==> src/rtl/addsub_pkg.sv <==
// Shared constants, state encoding and helpers for the arbitrated add/subtract block.
package addsub_pkg;

  localparam int unsigned WIDTH = 4;

  typedef enum logic [1:0] {
    IDLE = 2'd0,
    EXEC = 2'd1,
    DONE = 2'd2
  } state_e;

  localparam logic REQ0 = 1'b0;
  localparam logic REQ1 = 1'b1;

  // Two's-complement overflow: both adder inputs share a sign and the sum does not.
  function automatic logic calc_ovf(input logic a_msb, input logic bx_msb, input logic s_msb);
    return (a_msb == bx_msb) && (s_msb != a_msb);
  endfunction

endpackage

==> src/rtl/addsub_4.sv <==
// 4-bit add/subtract unit: s = a + (b ^ {4{as}}) + as, cout is the carry out of bit 3.
module addsub_4 (
  input  logic [3:0] a,
  input  logic [3:0] b,
  input  logic       as,
  output logic [3:0] s,
  output logic       cout
);

  logic [4:0] sum_s;

  // Ripple sum with the subtract control doubling as the carry-in.
  always_comb begin
    sum_s = {1'b0, a} + {1'b0, b ^ {4{as}}} + {4'b0000, as};
    s     = sum_s[3:0];
    cout  = sum_s[4];
  end

endmodule

==> src/rtl/addsub_arb.sv <==
// Two-requester round-robin front end around a shared 4-bit add/subtract unit.
// Each operation walks IDLE -> EXEC -> DONE; all outputs come straight from flops.
module addsub_arb
  import addsub_pkg::*;
#(
  parameter int unsigned W = WIDTH
) (
  input  logic         clk,
  input  logic         rst,
  input  logic         req0,
  input  logic [W-1:0] a0,
  input  logic [W-1:0] b0,
  input  logic         as0,
  input  logic         req1,
  input  logic [W-1:0] a1,
  input  logic [W-1:0] b1,
  input  logic         as1,
  output logic         gnt0,
  output logic         gnt1,
  output logic         done0,
  output logic         done1,
  output logic [W-1:0] result,
  output logic         cout,
  output logic         ovf,
  output logic         busy
);

  state_e       state_q, state_d;
  logic         ptr_q, ptr_d;        // requester favoured when both ask
  logic         id_q, id_d;          // requester owning the in-flight op
  logic [W-1:0] a_q, a_d, b_q, b_d;
  logic         as_q, as_d;
  logic         gnt0_q, gnt0_d, gnt1_q, gnt1_d;
  logic         done0_q, done0_d, done1_q, done1_d;
  logic [W-1:0] result_q, result_d;
  logic         cout_q, cout_d, ovf_q, ovf_d, busy_q, busy_d;

  logic         win_s;
  logic [W-1:0] sum_s;
  logic         carry_s;

  addsub_4 u_addsub (
    .a    (a_q),
    .b    (b_q),
    .as   (as_q),
    .s    (sum_s),
    .cout (carry_s)
  );

  // Pick the winner: a lone requester wins, a tie goes to the priority pointer.
  always_comb begin
    win_s = REQ0;
    if (req0 && req1) begin
      win_s = ptr_q;
    end else if (req1) begin
      win_s = REQ1;
    end else begin
      win_s = REQ0;
    end
  end

  // Next-state, operand latch, result capture and output pulse generation.
  always_comb begin
    state_d  = state_q;
    ptr_d    = ptr_q;
    id_d     = id_q;
    a_d      = a_q;
    b_d      = b_q;
    as_d     = as_q;
    gnt0_d   = 1'b0;
    gnt1_d   = 1'b0;
    done0_d  = 1'b0;
    done1_d  = 1'b0;
    result_d = result_q;
    cout_d   = cout_q;
    ovf_d    = ovf_q;
    case (state_q)
      IDLE: begin
        if (req0 || req1) begin
          state_d = EXEC;
          id_d    = win_s;
          a_d     = (win_s == REQ1) ? a1 : a0;
          b_d     = (win_s == REQ1) ? b1 : b0;
          as_d    = (win_s == REQ1) ? as1 : as0;
          gnt0_d  = (win_s == REQ0);
          gnt1_d  = (win_s == REQ1);
        end else begin
          state_d = IDLE;
        end
      end
      EXEC: begin
        state_d  = DONE;
        result_d = sum_s;
        cout_d   = carry_s;
        ovf_d    = calc_ovf(a_q[W-1], b_q[W-1] ^ as_q, sum_s[W-1]);
        done0_d  = (id_q == REQ0);
        done1_d  = (id_q == REQ1);
      end
      DONE: begin
        state_d = IDLE;
        ptr_d   = ~id_q;
      end
      default: begin
        state_d = IDLE;
      end
    endcase
    busy_d = (state_d != IDLE);
  end

  // State and output registers; reset drops everything, including any in-flight op.
  always_ff @(posedge clk or posedge rst) begin
    if (rst) begin
      state_q  <= IDLE;
      ptr_q    <= REQ0;
      id_q     <= REQ0;
      a_q      <= '0;
      b_q      <= '0;
      as_q     <= 1'b0;
      gnt0_q   <= 1'b0;
      gnt1_q   <= 1'b0;
      done0_q  <= 1'b0;
      done1_q  <= 1'b0;
      result_q <= '0;
      cout_q   <= 1'b0;
      ovf_q    <= 1'b0;
      busy_q   <= 1'b0;
    end else begin
      state_q  <= state_d;
      ptr_q    <= ptr_d;
      id_q     <= id_d;
      a_q      <= a_d;
      b_q      <= b_d;
      as_q     <= as_d;
      gnt0_q   <= gnt0_d;
      gnt1_q   <= gnt1_d;
      done0_q  <= done0_d;
      done1_q  <= done1_d;
      result_q <= result_d;
      cout_q   <= cout_d;
      ovf_q    <= ovf_d;
      busy_q   <= busy_d;
    end
  end

  assign gnt0   = gnt0_q;
  assign gnt1   = gnt1_q;
  assign done0  = done0_q;
  assign done1  = done1_q;
  assign result = result_q;
  assign cout   = cout_q;
  assign ovf    = ovf_q;
  assign busy   = busy_q;

endmodule

==> config.mk <==
export PLATFORM = sky130hd
export DESIGN_NAME = addsub_arb
export DESIGN_NICKNAME = d
export VERILOG_FILES = /design/src/rtl/addsub_pkg.sv /design/src/rtl/addsub_4.sv /design/src/rtl/addsub_arb.sv
export SDC_FILE = /design/constraint.sdc
export NUM_CORES = 1
export LEC_CHECK = 0
export ABC_AREA = 0
export CAP_MARGIN = 5
export CORE_ASPECT_RATIO = 0.9
export CORE_MARGIN = 1.5
export CORE_UTILIZATION = 49
export CTS_CLUSTER_DIAMETER = 120
export DETAILED_ROUTE_END_ITERATION = 10
export PLACE_DENSITY = 0.84
export SLEW_MARGIN = 20
export SYNTH_ARGS = -nofsm -noshare
export SYNTH_HDL_FRONTEND = slang
export SYNTH_SLANG_ARGS = --single-unit
==> constraint.sdc <==
create_clock -name clk -period 5.1 [get_ports clk]
set_input_delay 0.51 -clock clk [delete_from_list [all_inputs] [get_ports clk]]
set_output_delay 0.51 -clock clk [all_outputs]
set_load 0.02 [all_outputs]
==> impl_metrics.tcl <==
set metrics [dict create \
    slew-limit-headroom_pct 43.1 \
    start_util_pct 51.6 \
    post-route-drc-count 0 \
    placed_area_sq_um 1450 \
    cp.arrival_ns 2.08 \
    grt_util_met1_pct 22.9 \
    syn2layout_area_growth_pct 32.3 \
    clock-sinks 24 \
    drv_cap 0 \
    fp.coreArea_sq_um 2180 \
    worst_pin_slew_ns 0.852 \
    finalHoldViolCount 0 \
    ys_async_sr_fraction_pct 100 \
    multi_input_area_sq_um 484 \
    ant_nets 0 \
    synth_ff_type "dfrtp_1" \
    syn_area_sq_um 1130 \
    regToRegSetupSlack_ns 3.31 \
    die_area_sq_um 2600 \
    start_kind "input port" \
    antenna_found_initial 0 \
    final_util_pct 68.3 \
    rsz0062_at_grt "no" \
    setup_viol 0 \
    postSynthAreaPerCell_sq_um 11.6 \
    outcome "completed" \
    whs_endpoint "result[3]$_DFFE_PP0P_" \
    postCtsResizedCells 0 \
    critPathTopFamily "compound AO/OA/AOI/OAI gates" \
    worst_path_max_delay_cell "clkdlybuf4s50_1" \
    synthDistinctLibCells 27 \
    die_w_microns 53.5 \
    finalInstanceArea_sq_um 1490 \
    final-max-slew-violation-count 0 \
    dp_slack_ns 2.87 \
    nets 157 \
    min_path_type "reg2reg" \
    drive_gt1_share_pct 9.23 \
    rr_startpoint "as_q$_DFFE_PP0P_" \
    track_usage_pct 17.6 \
    path_clk_slew_ns 0.12 \
    grt_busiest_layer "met2" \
    globalplace.congestion 0.767 \
    finalSetupTns_ns 0 \
    wire_per_inst_microns 11.7 \
    cts-root-buf "clkbuf_4" \
    syn-num-nets 123 \
    crit_buf_inv 2 \
    cts_max_level 1 \
    required_ns 5.30 \
    hold_buffers 0 \
    routed_wl_mm 1.84 \
    worst_slack_ns 3.22 \
    path_max_fanout 11 \
    cts_tree "built" \
    min_period_ns 1.88 \
    dr_total_vias 779 \
    yosysWarnings 0 \
    synth_cells 97 \
    fin_worst_skew_ns 0.00479 \
    path_class "in2reg" \
    synth-edff-count 0 \
    gr-usage-met3_pct 3.70 \
    place_hpwl_mm 1.52 \
    fillers 182 \
    n_antenna_cell 0 \
    clockBufferDepth 2 \
    hold_start "result[3]$_DFFE_PP0P_" \
    grt_overflow 0 \
    worst_setup_path_end_kind "flop" \
    num_rows 16 \
    leakage_nw 0.710 \
    vdd_drop_max_mv 0.347 \
    grt_first_pass_wirelength_mm 3.25 \
    gr-usage-met2_pct 27.4 \
    post-route-period-util_pct 36.9 \
    vias_per_cell 4.96 \
    die_h_microns 48.5 \
    grt_pass1_vias 744 \
    dr.pass1.iters 2 \
    synth-seq-area-share_pct 53.3 \
    port-buffer-count 32 \
    grt_max_degree 25 \
    seqCellArea_sq_um 601 \
    power_density_nw_per_um2 657 \
    r2r_cells 6 \
    cts_made_buffers 3 \
    crit_chain "clkdlybuf4s50_1 > inv_1 > o21ai_2 > nor3_2 > a221o_2" \
    clock_latency_ns 0.31 \
    postCtsSetupBuffers 0 \
    max_stage_delay_ns 0.53 \
    timing.fmax_ghz 0.532 \
    top_level_ports 33 \
    ys_seq_elements 24 \
    worstHoldPathCells 2 \
    reg2reg_to "result[3]$_DFFE_PP0P_" \
    drt_iter0_drc 7 \
]
==> how the worst max path moves through the flow <==
stage,start,endpoint,slack (ns),depth (start not counted)
floorplan,as_q$_DFFE_PP0P_,ovf$_DFFE_PP0P_,3.46,6
global placement,req0,as_q$_DFFE_PP0P_,2.92,5
detailed placement,req0,as_q$_DFFE_PP0P_,2.87,5
CTS,req0,as_q$_DFFE_PP0P_,3.21,5
global route,req0,as_q$_DFFE_PP0P_,3.13,5
finish,req0,as_q$_DFFE_PP0P_,3.22,5
==> synthesized netlist by cell type (2+ instances only) <==
master | number | area, sq um
xor2_1 | 5 | 43.8
nand2_1 | 16 | 60.1
inv_1 | 3 | 11.3
mux2i_1 | 6 | 60.1
xnor2_1 | 2 | 17.5
a21o_1 | 2 | 15.0
a221o_1 | 2 | 20.0
buf_6 | 2 | 22.5
nor2_1 | 2 | 7.51
and2_1 | 2 | 12.5
o21ai_0 | 11 | 55.1
ha_1 | 3 | 37.5
dfrtp_1 | 24 | 601
nand2b_1 | 2 | 12.5
and3_1 | 3 | 18.8
==> placed cells by master, fill, tap and decap left out, drive strengths merged, types with 3 or more instances in the layout <==
cell type,instances
and3,3
o21ai,13
clkbuf,4
mux2i,6
clkdlybuf4s50,32
nand2,16
ha,3
a21o,3
dfrtp,24
a221o,3
inv,4
xor2,5
==> where the power goes <==
| group | total (mW) | internal (mW) | switching (mW) |
|---|---|---|---|
| clock | 0.0981 | 0.0436 | 0.0545 |
| combinational | 0.537 | 0.261 | 0.276 |
| sequential | 0.344 | 0.280 | 0.0635 |
| total | 0.979 | 0.585 | 0.394 |
==> worst register-to-register path, stage by stage, from the launching register on <==
cell and delay (ns):
dfrtp_1 0.46, xor2_1 0.17, ha_1 0.37, a21o_2 0.24
a31oi_4 0.17, xor2_1 0.17, o21ai_0 0.09
==> flip-flops by register name (all words and copies together), names as in the netlist <==
| signal | cells |
|---|---|
| a_q | 4 |
| b_q | 4 |
| result | 4 |
| state_q | 2 |
| as_q | 1 |
| busy | 1 |
| cout | 1 |
| done0 | 1 |
| done1 | 1 |
| gnt0 | 1 |
| gnt1 | 1 |
| id_q | 1 |
| ovf | 1 |
| ptr_q | 1 |
==> routing by layer <==
| layer | vias to the layer above | wire length, microns |
|---|---|---|
| met5 | - | 0 |
| met4 | 0 | 48 |
| met3 | 4 | 91 |
| met2 | 24 | 881 |
| met1 | 355 | 822 |
| li1 | 396 | - |
==> stage by stage <==
stage,hold WS [ns],std cells,power (mW)
finish,0.491,157,0.979
detailed placement,0.471,153,0.893
global route,0.523,157,1.06
CTS,0.500,157,0.992
global placement,0.457,153,0.864
floorplan,0.431,97,0.742
==> final cells by class <==
class	instances	area share [%]
flip-flops and latches	24	40.3
clock buffers	4	2.43
well taps	27	2.27
inverters	4	1.01
repair buffers	32	21.5
multi-input cells	66	32.5
==> cells by family after synthesis <==
kind of cell / after synthesis / synth area share, %
buffers and inverters: 7 / 3.67
DFF: 24 / 53.3
muxes: 7 / 6.67
xor gates and xnor gates: 7 / 5.44
adders and majority gates: 4 / 5.11
and+or+nand+nor: 26 / 10.8
AOI/OAI and AO/OA: 22 / 15.0
Power figures use the tool's default switching activity.
